[src/rtl/dual_issue_scheduler.sv]
// In-order pairing scheduler: circular descriptor queue feeding two issue slots.
// Build macro DUAL_ISSUE_EN enables pairing; without it one instruction issues per cycle.
module dual_issue_scheduler #(
  parameter int  DEPTH     = 8,
  parameter int  PAYLOAD_W = 32,
  localparam int ENTRY_W   = PAYLOAD_W + 18,
  localparam int CW        = $clog2(DEPTH) + 1
) (
  input  logic               clk,
  input  logic               rst,
  input  logic               wr0,
  input  logic               wr1,
  input  logic [ENTRY_W-1:0] in0,
  input  logic [ENTRY_W-1:0] in1,
  output logic               in_ready,
  input  logic               stall,
  input  logic               flush,
  output logic               iss1_valid,
  output logic [ENTRY_W-1:0] iss1,
  output logic               iss2_valid,
  output logic [ENTRY_W-1:0] iss2,
  output logic [CW-1:0]      count
);

  localparam int PW = $clog2(DEPTH);

  // Handshake: upstream may write (wr0, optionally wr1) in any cycle; a write is
  // taken only when in_ready was 1 before the edge and flush is low, otherwise it
  // is silently dropped. Downstream consumes whatever sits in iss* whenever stall=0.

  logic [PW-1:0]      head, tail, head_p1, tail_p1;
  logic [CW-1:0]      count_q;
  logic [ENTRY_W-1:0] mem_q [DEPTH];
  logic [ENTRY_W-1:0] ent_a, ent_b;
  logic               has_a, pair_ok;
  logic               wr_acc, wr_two;
  logic               issue_one, issue_two;
  logic [CW-1:0]      n_wr, n_iss;

  assign head_p1 = head + PW'(1);
  assign tail_p1 = tail + PW'(1);
  assign ent_a   = mem_q[head];
  assign ent_b   = mem_q[head_p1];
  assign has_a   = (count_q != '0);

  assign in_ready = (count_q <= CW'(DEPTH - 2));
  assign count    = count_q;

`ifdef DUAL_ISSUE_EN
  logic       a_we, b_we, a_mem, b_mem, a_br, has_b;
  logic [4:0] a_rd, b_rd, b_rs, b_rt;
  logic       raw_hz, waw_hz, str_hz;

  assign a_br  = ent_a[17];
  assign a_mem = ent_a[16];
  assign a_we  = ent_a[15];
  assign a_rd  = ent_a[14:10];
  assign b_mem = ent_b[16];
  assign b_we  = ent_b[15];
  assign b_rd  = ent_b[14:10];
  assign b_rs  = ent_b[9:5];
  assign b_rt  = ent_b[4:0];
  assign has_b = (count_q >= CW'(2));

  assign raw_hz  = a_we && (a_rd != 5'd0) && ((a_rd == b_rs) || (a_rd == b_rt));
  assign waw_hz  = a_we && b_we && (a_rd == b_rd) && (a_rd != 5'd0);
  assign str_hz  = a_mem && b_mem;
  // A branch in the older slot holds B back until its outcome is known.
  assign pair_ok = has_b && !raw_hz && !waw_hz && !str_hz && !a_br;
`else
  assign pair_ok = 1'b0;
`endif

  assign wr_acc    = in_ready && !flush && wr0;
  assign wr_two    = wr_acc && wr1;
  assign issue_one = !stall && has_a;
  assign issue_two = issue_one && pair_ok;
  assign n_wr      = CW'(wr_acc) + CW'(wr_two);
  assign n_iss     = CW'(issue_one) + CW'(issue_two);

  // Storage needs no reset: occupancy alone decides which entries are live.
  always_ff @(posedge clk) begin
    if (wr_acc) mem_q[tail] <= in0;
    if (wr_two) mem_q[tail_p1] <= in1;
  end

  always_ff @(posedge clk or negedge rst) begin
    if (!rst) begin
      head       <= '0;
      tail       <= '0;
      count_q    <= '0;
      iss1_valid <= 1'b0;
      iss1       <= '0;
      iss2_valid <= 1'b0;
      iss2       <= '0;
    end else if (flush) begin
      head       <= '0;
      tail       <= '0;
      count_q    <= '0;
      iss1_valid <= 1'b0;
      iss1       <= '0;
      iss2_valid <= 1'b0;
      iss2       <= '0;
    end else begin
      head    <= head + PW'(n_iss);
      tail    <= tail + PW'(n_wr);
      count_q <= count_q + n_wr - n_iss;
      if (!stall) begin
        iss1_valid <= has_a;
        iss1       <= has_a ? ent_a : '0;
        iss2_valid <= issue_two;
        iss2       <= issue_two ? ent_b : '0;
      end
    end
  end

endmodule
[config.mk]
export PLATFORM = sky130hd
export DESIGN_NAME = dual_issue_scheduler
export DESIGN_NICKNAME = d
export VERILOG_FILES = /design/src/rtl/dual_issue_scheduler.sv
export SDC_FILE = /design/constraint.sdc
export NUM_CORES = 1
export LEC_CHECK = 0
export ABC_AREA = 1
export CAP_MARGIN = 25
export CORE_ASPECT_RATIO = 1.4
export CORE_UTILIZATION = 54
export CTS_BUF_LIST = sky130_fd_sc_hd__clkbuf_4 sky130_fd_sc_hd__clkbuf_8
export DETAILED_ROUTE_END_ITERATION = 8
export GPL_ROUTABILITY_DRIVEN = 1
export GPL_TIMING_DRIVEN = 0
export MAX_ROUTING_LAYER = met4
export PLACE_DENSITY_LB_ADDON = 0.08
export SYNTH_ARGS = -nofsm -noshare
export SYNTH_HDL_FRONTEND = slang
export SYNTH_SLANG_ARGS = --single-unit
[constraint.sdc]
create_clock -name clk -period 4.8 [get_ports clk]
set_clock_uncertainty 0.05 [all_clocks]
set_input_delay 0.48 -clock clk [delete_from_list [all_inputs] [get_ports clk]]
set_output_delay 0.48 -clock clk [all_outputs]
set_load 0.01 [all_outputs]
==> results.toml <==
[global_route]
grt_max_degree = 62
grt_overflow = 0
grtUsageTotal_pct = 36.0
grt_pass1_vias = 22600
grt_pass1_wl_mm = 127
antenna_found_initial = 1

[final_layout]
syn_to_final_growth_pct = 14.4
n_fill_cell = 4151
layout-drive-gt1-share_pct = 11.9
nNetsFinal = 3673
finish.instance_area_sq_um = 29700

[sta]
finalHoldViolCount = 0
rsz0062_at_grt = "no"
max_freq_mhz = 259
period_share_pct = 80.6
finalMaxSlewViolations = 0
setup_viol = 0
min_period_ns = 3.87
slew_headroom_pct = 19.5
setup_tns_ns = 0
tightestPinTransition_ns = 1.21

[die]
die_h_um = 261
coreArea_sq_um = 47200
row_count = 94
top_level_ports = 213
die_w_um = 187
die_area_sq_um = 48900
initial_core_util_pct = 55.0

[cts]
htreeDepth = 3
hold_buffers = 1
cts_buffer_depth = 3
cts_root_buffer = "clkbuf_8"
cts_setup_buffers = 0
numCtsBuffers = 74
cts_tree = "built"
cts-resized-gates = 0
path_clk_slew_ns = 0.07
cts.sinks = 461
worst_skew_pair.late_latency_ns = 0.66

[status]
status = "finished clean"

[synthesis]
synth_area_sq_um = 25900
ys_seq_area_share_pct = 52.2
ys.flop_type = "edfxtp_1"
synth_top_cell_area_share_pct = 46.3
synth_most_common_cell = "nand2_1"
synth_edf_count = 400
postSynthCellCount = 3337
synth_top_area_cell = "edfxtp_1"
ys_async_sr_fraction_pct = 13.2
avgSynthCellArea_sq_um = 7.77
ys_warn_count = 0
synth-seq-cells = 461
synth_commonest_cells = "1423 x nand2_1, 706 x nand3_1, 400 x edfxtp_1"
ys_top_cells_by_area = "edfxtp_1 46%, nand2_1 21%, nand3_1 14%"
ys_types = 26

[pwr]
p_per_area_nw_per_um2 = 396
p_leak_nw = 14.5
peakVddDrop_uv = 229

[min_path]
whs_endpoint = "mem_q[1][39]"
worstHoldPathCells = 3
hold_path_class = "in2reg"
hold_start = "in0[39]"

[route]
drtIter0Drc = 2731
wirelength_mm = 86.1
routed_via_density = 5.56
wl_per_cell_um = 20.3
route.detailed.drc = 0
drt-pass1-iter-count = 6
antenna_left = 0
vias = 23500

[job]
maxCapViolCount = 0

[critical_path]
arrival_ns = 4.15
r2r_start = "tail[1]"
cpPeakStageDelay_ns = 0.77
reg2regPathDepth = 9
startpoint_type = "register"
critical_path_required_ns = 5.08
setup.worst_path.class = "reg2reg"
critPathMaxFanout = 19
r2r_slack_ns = 0.93
worstReg2RegEnd = "mem_q[5][17]"
cp_common_cell = "buf_8"
slowest_stage = "nor2_1"
worstPathCellList = "ha_1 > inv_1 > nand3_1 > nor2_1 > nand2_1 > buf_2 > o31ai_4 > buf_8 > buf_8"
crit_path_end_kind = "register"

[place]
gp_congestion = 0.940
postPlaceCellArea_sq_um = 28100
dp_hpwl_mm = 59.8
io_buffers = 61
area by class of cell:
cell class	count	area, sq um	area share (%)
Clock buffer	119	1430	4.82
Multi-Input combinational cell	2234	9580	32.3
Tap cell	624	781	2.63
Inverter	328	1230	4.15
Timing Repair Buffer	91	1150	3.88
Clock inverter	11	72.6	0.245
Antenna cell	1	2.50	0.00843
Buffer	364	1890	6.37
Sequential cell	461	13500	45.6
critical path, delay by kind of cell, from the launching register on:
family | cells | cell delay [ns]
buf+inv | 4 | 0.97
flops | 1 | 0.42
simple gates | 3 | 1.48
fa+ha+maj | 1 | 0.33
compound gates | 1 | 0.25
sequential cells by signal, indices dropped and copies added, names as in the netlist:
register,cells
tail,3
head,3
mem_q,400
count,4
iss1_valid,1
iss1,50
logic make-up after synthesis:
group                    after synthesis  share of synthesized area [%]
AND/OR/NAND/NOR                     2156                           34.7
buffers and inverters                692                           12.0
flip-flops                           461                           52.2
adder cells (fa/ha/maj)               13                          0.685
AO/OA/AOI/OAI                         12                          0.309
XOR/XNOR                               2                         0.0675
other                                  1                         0.0145
metrics by stage:
stage | cells | worst slack, ns | power, mW | util (%) | hold slack (ns)
floorplan | 3387 | -0.495 | 6.82 | - | 0.134
global placement | 4072 | -4.47 | 8.06 | 58.3 | 0.412
detailed placement | 4099 | 0.724 | 8.17 | 59.7 | 0.416
CTS | 4230 | 0.757 | 11.6 | 62.9 | 0.143
global route | 4233 | 0.887 | 12.2 | 62.9 | 0.173
finish | 4233 | 0.933 | 11.7 | 62.9 | 0.153
worst max path at each step:
stage,cells past startpoint,endpoint,slack [ns],startpoint
after floorplan,6,mem_q[0][0],-0.49,count[3]
after global placement,4,mem_q[6][19],-4.47,flush
after detailed placement,11,mem_q[7][12],0.72,flush
after CTS,9,mem_q[7][12],0.76,tail[1]
after global routing,13,mem_q[7][21],0.89,count[3]
final,9,mem_q[5][17],0.93,tail[1]
metal layers:
layer / part of all wire [%] / GRT usage [%] / wire length [um]
met3: 9.9 / 7.54 / 8540
met1: 35 / 39.2 / 29800
met5: 0 / - / 0
met2: 49 / 60.1 / 42200
met4: 6.5 / 23.5 / 5550
report_power, final:
part | internal [mW] | leakage, nW | total (mW) | switching (mW)
Sequential | 4.63 | 4.44 | 4.74 | 0.104
Clock | 1.93 | 0.801 | 3.55 | 1.62
Combinational | 1.04 | 9.24 | 3.46 | 2.42
cell usage in the layout, fill, tap and decap left out, drive strengths merged:
cell	n
xnor2	1
nand3	707
conb	51
inv	328
clkinv	9
clkinvlp	1
a21oi	2
buf	290
dlygate4sd3	1
o21ai	2
ha	11
o31ai	8
nor2	24
clkdlybuf4s50	60
and2	2
bufinv	1
clkbuf	223
dfrtp	61
nand2	1423
fa	2
xor2	1
edfxtp	400
diode	1
Note: power is estimated with default switching activity, not from simulation.
